## src/rtl/line_stream_sequencer.sv

```systemverilog
// Raster-stream sequencer feeding the one-line delay FIFO (clken/enable/din side).
// Define LINE_FLUSH_EN to append one line of FLUSH_DATA strobes that drains the FIFO at frame end.
module line_stream_sequencer #(
   parameter int unsigned DWIDTH = 18,
   parameter int unsigned CWIDTH = 11,
   parameter int unsigned RWIDTH = 11
`ifdef LINE_FLUSH_EN
   ,
   parameter logic [DWIDTH-1:0] FLUSH_DATA = '0
`endif
) (
   input  logic              clk,
   input  logic              rst,
   input  logic [CWIDTH-1:0] width,
   input  logic [RWIDTH-1:0] height,
   input  logic              start,
   input  logic              in_valid,
   input  logic [DWIDTH-1:0] in_data,
   output logic              in_ready,
   output logic              clken,
   output logic              enable,
   output logic [DWIDTH-1:0] dout,
   output logic              eol,
   output logic              busy,
   output logic              done
);

   typedef enum logic [1:0] {
      S_IDLE,
      S_STREAM,
      S_FLUSH,
      S_DONE
   } state_t;

   state_t            state, state_n;
   logic [CWIDTH-1:0] col, col_n;
   logic [RWIDTH-1:0] row, row_n;
   logic [CWIDTH-1:0] width_r, width_n;
   logic [RWIDTH-1:0] height_r, height_n;
   logic              clken_n, enable_n, eol_n, busy_n, done_n;
   logic [DWIDTH-1:0] dout_n;
   logic              accept;
   logic              col_last;
   logic              row_last;
`ifdef LINE_FLUSH_EN
   logic [CWIDTH-1:0] flush_cnt, flush_n;
`endif

   assign in_ready = (state == S_STREAM);
   assign accept   = in_ready & in_valid;
   assign col_last = (col == width_r - CWIDTH'(1));
   assign row_last = (row == height_r - RWIDTH'(1));

   always_comb begin
      state_n  = state;
      col_n    = col;
      row_n    = row;
      width_n  = width_r;
      height_n = height_r;
      clken_n  = 1'b0;
      eol_n    = 1'b0;
      enable_n = enable;
      dout_n   = dout;
      done_n   = 1'b0;
`ifdef LINE_FLUSH_EN
      flush_n  = flush_cnt;
`endif
      case (state)
         S_IDLE: begin
            enable_n = 1'b0;
            if (start && (width > CWIDTH'(1)) && (height != '0)) begin
               width_n  = width;
               height_n = height;
               col_n    = '0;
               row_n    = '0;
               state_n  = S_STREAM;
            end
         end
         S_STREAM: begin
            if (accept) begin
               clken_n  = 1'b1;
               dout_n   = in_data;
               eol_n    = col_last;
               enable_n = (row != '0);
               if (col_last) begin
                  col_n = '0;
                  row_n = row + RWIDTH'(1);
                  if (row_last) begin
`ifdef LINE_FLUSH_EN
                     flush_n = '0;
                     state_n = S_FLUSH;
`else
                     state_n = S_DONE;
`endif
                  end
               end else begin
                  col_n = col + CWIDTH'(1);
               end
            end
         end
`ifdef LINE_FLUSH_EN
         S_FLUSH: begin
            clken_n  = 1'b1;
            dout_n   = FLUSH_DATA;
            enable_n = 1'b1;
            if (flush_cnt == width_r - CWIDTH'(1)) begin
               eol_n   = 1'b1;
               flush_n = '0;
               state_n = S_DONE;
            end else begin
               flush_n = flush_cnt + CWIDTH'(1);
            end
         end
`endif
         S_DONE: begin
            done_n   = 1'b1;
            enable_n = 1'b0;
            state_n  = S_IDLE;
         end
         default: state_n = S_IDLE;
      endcase
      // busy covers the cycle of the final strobe; it drops together with the done pulse
      busy_n = (state_n != S_IDLE);
   end

   always_ff @(posedge clk) begin
      if (rst) begin
         state    <= S_IDLE;
         col      <= '0;
         row      <= '0;
         width_r  <= '0;
         height_r <= '0;
         clken    <= 1'b0;
         enable   <= 1'b0;
         dout     <= '0;
         eol      <= 1'b0;
         busy     <= 1'b0;
         done     <= 1'b0;
`ifdef LINE_FLUSH_EN
         flush_cnt <= '0;
`endif
      end else begin
         state    <= state_n;
         col      <= col_n;
         row      <= row_n;
         width_r  <= width_n;
         height_r <= height_n;
         clken    <= clken_n;
         enable   <= enable_n;
         dout     <= dout_n;
         eol      <= eol_n;
         busy     <= busy_n;
         done     <= done_n;
`ifdef LINE_FLUSH_EN
         flush_cnt <= flush_n;
`endif
      end
   end

endmodule

```

## config.mk

```make
export PLATFORM = sky130hd
export DESIGN_NAME = line_stream_sequencer
export DESIGN_NICKNAME = d
export VERILOG_FILES = /design/src/rtl/line_stream_sequencer.sv
export SDC_FILE = /design/constraint.sdc
export NUM_CORES = 1
export LEC_CHECK = 0
export BUFFER_PORTS_ARGS = -buffer_cell sky130_fd_sc_hd__buf_4
export CAP_MARGIN = 10
export CORE_UTILIZATION = 54
export DETAILED_ROUTE_END_ITERATION = 12
export GPL_TIMING_DRIVEN = 0
export PLACE_DENSITY = 0.83
export SKIP_LAST_GASP = 1
export SYNTH_ARGS = -nofsm -noshare
export SYNTH_HDL_FRONTEND = slang
export SYNTH_SLANG_ARGS = --single-unit
export TNS_END_PERCENT = 20
```

## constraint.sdc

```tcl
create_clock -name clk -period 3.4 [get_ports clk]
set_clock_uncertainty 0.15 [all_clocks]
set_input_delay 0.85 -clock clk [delete_from_list [all_inputs] [get_ports clk]]
set_output_delay 0.85 -clock clk [all_outputs]
set_load 0.1 [all_outputs]
```

## Word-level counts from Yosys, hierarchy flattened

Index checks and enable logic that the tools add are counted.

| word-level totals | value |
|---|---|
| bits of input ports | 44 |
| register bits | 69 |

| cells by class | value |
|---|---|
| multiplexer cells | 16 |
| bitwise gates (word level) | 3 |
| order comparisons | 1 |
| equality and inequality tests | 7 |
| add/subtract/negate cells | 4 |
| reduce and logical (&&, ||, !) cells | 16 |

Operator list:

| operator | count |
|---|---|
| 2-to-1 mux 11 bit | 5 |
| one-hot mux 11 bit (2 select lines) | 2 |
| adder 11 x 1 -> 11 bit (second input constant) | 2 |
| equality test 11 bit | 2 |
| nonzero test 11 bit | 2 |
| subtractor 11 x 1 -> 11 bit (second input constant) | 2 |
| > comparator 11 x 1 -> 1 bit (second input constant) | 1 |
| 2-to-1 mux 2 bit | 4 |
| AND reduction 2 bit | 3 |
| nonzero test 2 bit | 3 |
| inequality test 2 x 1 -> 1 bit (second input constant) | 2 |
| one-hot mux 2 bit (2 select lines) | 1 |
| AND reduction 4 bit | 1 |
| OR reduction 2 bit | 2 |
| 2-to-1 mux 1 bit | 3 |
| AND reduction 3 bit | 1 |
| OR reduction 3 bit | 1 |
| equality test 2 x 1 -> 1 bit (second input constant) | 1 |
| equality test 2 bit (second input constant) | 1 |
| logical AND 1 bit | 2 |
| logical NOT 2 bit | 1 |
| inequality test 2 bit (second input constant) | 1 |
| NOT 1 bit | 2 |
| one-hot mux 1 bit (2 select lines) | 1 |
| bitwise AND 1 bit | 1 |

## Logic depth before layout (Yosys ltp)

| depth | value |
|---|---|
| depth in word-level cells | 7 |
| mapped depth | 10 |
| depth with buffers taken out | 9 |

## Worst setup path before layout

No wires, ideal clock.

| timing | value |
|---|---|
| path kind | flip-flop to flip-flop |
| start | register state[1] |
| end | register row[10] |
| setup time | 0.121 ns |
| arrival time | 2.790 ns |
| clock period less this slack | 3.060 ns |
| required time | 3.129 ns |
| cell stages (with the launch flop) | 9 |
| slack | 0.340 ns |
| path through | dfxtp_1 inv_1 ha_1 clkbuf_1 nor2_1 a211oi_1 clkbuf_1 nand3_1 mux2_2 |

| on the way | value |
|---|---|
| cells in the longest elaborated chain, start to end | 4 |

Ends and longest elaborated chain:

| item | line | RTL |
|---|---|---|
| start: declaration | 35 | `state_t state, state_n;` |
| start signal: assignment | 143 | `state <= state_n;` |
| equality test 2 x 1 -> 1 bit (*) | 49 | `assign in_ready = (state == S_STREAM);` |
| net in_ready | 19 | `output logic in_ready,` |
| bitwise AND 1 bit | 50 | `assign accept = in_ready & in_valid;` |
| inequality test 2 x 1 -> 1 bit (no line) | n/a |  |
| AND reduction 4 bit (no line) | n/a |  |
| end signal: assignment | 145 | `row <= row_n;` |
| end: declaration | 37 | `logic [RWIDTH-1:0] row, row_n;` |

The timed path passes the listed nets; every way through them passes the cells marked *.
A chain may end at the register's enable or synchronous reset.

## Worst setup path after layout

| timing | value |
|---|---|
| start | register state[1] |
| end | register col[7] |

| on the way | value |
|---|---|
| cells in the longest elaborated chain, start to end | 4 |

Ends and longest elaborated chain:

| item | line | RTL |
|---|---|---|
| equality test 2 x 1 -> 1 bit | 49, 68 |  |
| bitwise AND 1 bit | 50 |  |
| inequality test 2 x 1 -> 1 bit (no line) | n/a |  |
| AND reduction 3 bit (no line) | n/a |  |
| end signal: assignment | 144 | `col <= col_n;` |
| end: declaration | 36 | `logic [CWIDTH-1:0] col, col_n;` |

Several ways; a longest one is shown, not always the timed one.

==> impl_metrics.toml <==
[outcome]
status = "finished with violations"
violations = "design-rule violations"

[worst_setup_path]
cp_top_family = "buffers and inverters"
cp-end-kind = "flip-flop"
slowest_delay_ns = 0.71
critPathKind = "flip-flop to flip-flop"
startpoint_type = "flip-flop"
cp.required_ns = 3.48
cp_slowest_cell = "a211oi_1"
cp_cell_sequence = "inv_1 -> ha_1 -> clkbuf_1 -> nor2_1 -> a211oi_1 -> clkbuf_1 -> nand4_1 -> xnor2_1 -> nor2_1"
cp_max_fo = 10
cp_data_arrival_time_ns = 3.04
worst-path-buf-inv = 3

[pwr]
powerDensity_nw_per_um2 = 459
p_leak_nw = 1.89
ir_drop_uv = 302

[global_routing]
grt_pass1_wl_mm = 14.3
antenna_found_initial = 0
grt.overflow.total = 0
track_usage_pct = 25.3
grt_pass1_vias = 3140
grt_max_degree = 13

[finish]
final_common_cell = "dfxtp_1"
area_growth_syn_to_layout_pct = 21.7
final_nets = 567
final_cell_mix = "69 x dfxtp_1, 68 x buf_4, 55 x nor2_1, 46 x nand2_1, 26 x a21oi_1"
final_util_pct = 69.1
nFillCells = 518
final-seq-area_um2 = 1380
antennaDiodeCount = 0
multi_input_area_um2 = 2100
drive_above_1_share_pct = 18.7

[routing]
wl_per_cell_um = 14.7
firstDrtPassIters = 8
final_antenna_net_count = 0
vias = 3354
wl_mm = 8.74
drc = 6
drtIter0Drc = 192
viasPerCell = 5.63

[yosys]
yosys_most_used_dff = "dfxtp_1"
synthDistinctLibCells = 55
synthCells = 436
ys_seq_elements = 69
syn-num-nets = 489
ys_seq_area_share_pct = 37.8
syn_area_um2 = 3650
ys_warn_count = 0
synth_edf_count = 0
synthArstFlopShare_pct = 0
syn_area_per_cell_um2 = 8.37

[timing]
setup_viol_count_final = 0
hold_violations = 0
max_clock_freq_mhz = 337
period_share_pct = 87.2
slew_violations = 0
worstMarginPinSlew_ns = 0.816
rsz0062_at_grt = "false"
hold_ws_ns = 0.309
fin_crit_ns = 2.96
max-slew-margin-rel_pct = 45.3
tns_ns = 0

[cts]
htreeDepth = 3
cts_resized = 0
path_clk_slew_ns = 0.08
cts_tree = "yes"
clk_latency_ns = 0.34
clockBufferDepth = 2
root_buffer = "clkbuf_8"
cts_made_buffers = 9
clock-sinks = 69
post-cts-setup-buffers = 0
hold_buffers = 0

[place]
dpl.hpwl_mm = 6.52
place.gp.congestion = 0.898
io_buffers = 67

[hold_path]
hp-class = "flip-flop to flip-flop"

[die]
initial_core_util_pct = 56.8
die_area_um2 = 7090
fp.dieW_um = 84.2
dieHeight_um = 84.2
io_pins = 68
core_um2 = 6420
rows = 29

[run]
drv_cap = 0
## through the flow
| step | power [mW] | std cells | instance area (um^2) | setup slack (ns) |
|---|---|---|---|---|
| 2_1_floorplan | 1.26 | 436 | 3650 | 0.340 |
| 3_3_place_gp | 1.37 | 580 | 4250 | 0.285 |
| 3_5_place_dp | 1.39 | 580 | 4250 | 0.288 |
| 4_1_cts | 2.04 | 596 | 4440 | 0.456 |
| 5_1_grt | 2.13 | 596 | 4440 | 0.199 |
| 6_report | 2.04 | 596 | 4440 | 0.436 |
## metal layers
| metal | up-vias | share of wire, % | GRT usage (%) |
|---|---|---|---|
| met2 | 92 | 49 | 44.1 |
| met5 | - | 0 | 0 |
| met1 | 1567 | 44 | 30.9 |
| met3 | 18 | 5.0 | 6.10 |
| met4 | 0 | 1.5 | 7.84 |
| li1 | 1677 | - | - |
## cell families after synthesis
family / synth area share, %
simple gates: 26.4
flops: 37.8
mux: 8.40
xor+xnor: 8.54
compound gates: 11.2
fa+ha+maj: 3.09
buf+inv: 4.49
## flip-flops by register name, summed over array words and instances, names as in the netlist
| register | count |
|---|---|
| dout | 18 |
| col | 11 |
| height_r | 11 |
| row | 11 |
| width_r | 11 |
| state | 2 |
| busy | 1 |
| clken | 1 |
| done | 1 |
| enable | 1 |
| eol | 1 |
## synthesized netlist by cell type (2+ instances only)
library cell / number / area share, %
nor4_4: 2 / 1.2
mux2_2: 5 / 1.5
a31oi_1: 2 / 0.34
o22ai_1: 2 / 0.34
nor2b_1: 5 / 0.86
or3_1: 4 / 0.69
a221oi_1: 2 / 0.48
mux2i_1: 25 / 6.9
a41oi_1: 2 / 0.48
nor3b_1: 3 / 0.62
nand4b_1: 3 / 0.72
clkbuf_1: 16 / 1.6
and3_1: 7 / 1.2
and2_1: 6 / 1.0
a21o_1: 2 / 0.41
nand3_1: 16 / 2.2
a21oi_1: 26 / 3.6
ha_1: 9 / 3.1
nand2b_1: 5 / 0.86
o2111ai_1: 2 / 0.48
nor4_1: 8 / 1.4
dfxtp_1: 69 / 38
nor2_1: 55 / 5.7
nand2_1: 46 / 4.7
a211oi_1: 3 / 0.62
nor3_2: 2 / 0.55
o21ai_0: 10 / 1.4
xnor2_1: 14 / 3.4
nor3_1: 8 / 1.1
inv_1: 20 / 2.1
xor2_1: 19 / 4.6
buf_1: 3 / 0.31
nand4_1: 12 / 2.1
o211ai_1: 2 / 0.41
## final timing paths
| path | startpoint | endpoint | slack, ns | cells after the start |
|---|---|---|---|---|
| worst max-delay path | state[1]$_SDFF_PP0_ | col[7]$_SDFFE_PP0P_ | 0.44 | 9 |
| worst min-delay path | dout[8]$_SDFFE_PP0P_ | dout[8]$_SDFFE_PP0P_ | 0.31 | 2 |
| worst max register to register | state[1]$_SDFF_PP0_ | col[7]$_SDFFE_PP0P_ | 0.44 | 9 |
| worst min register to register | dout[8]$_SDFFE_PP0P_ | dout[8]$_SDFFE_PP0P_ | 0.31 | 2 |
## tightest hold or removal path: stages, from the launching register on
cell,delay (ns)
dfxtp_1,0.31
nand2_1,0.05
a21oi_1,0.05
## power breakdown
group / total (mW) / switching [mW] / internal (mW)
clock network: 0.661 / 0.324 / 0.338
registers: 0.880 / 0.0359 / 0.844
logic: 0.496 / 0.316 / 0.180
## final cells by class
class / instances / area share [%]
well taps: 77 / 2.17
flip-flops and latches: 69 / 31.1
repair buffers: 67 / 11.3
plain buffers: 22 / 2.00
clock buffers: 10 / 2.87
clock inverters: 6 / 1.44
multi-input cells: 325 / 47.4
inverters: 20 / 1.69
Note: power is estimated with default switching activity, not from simulation.
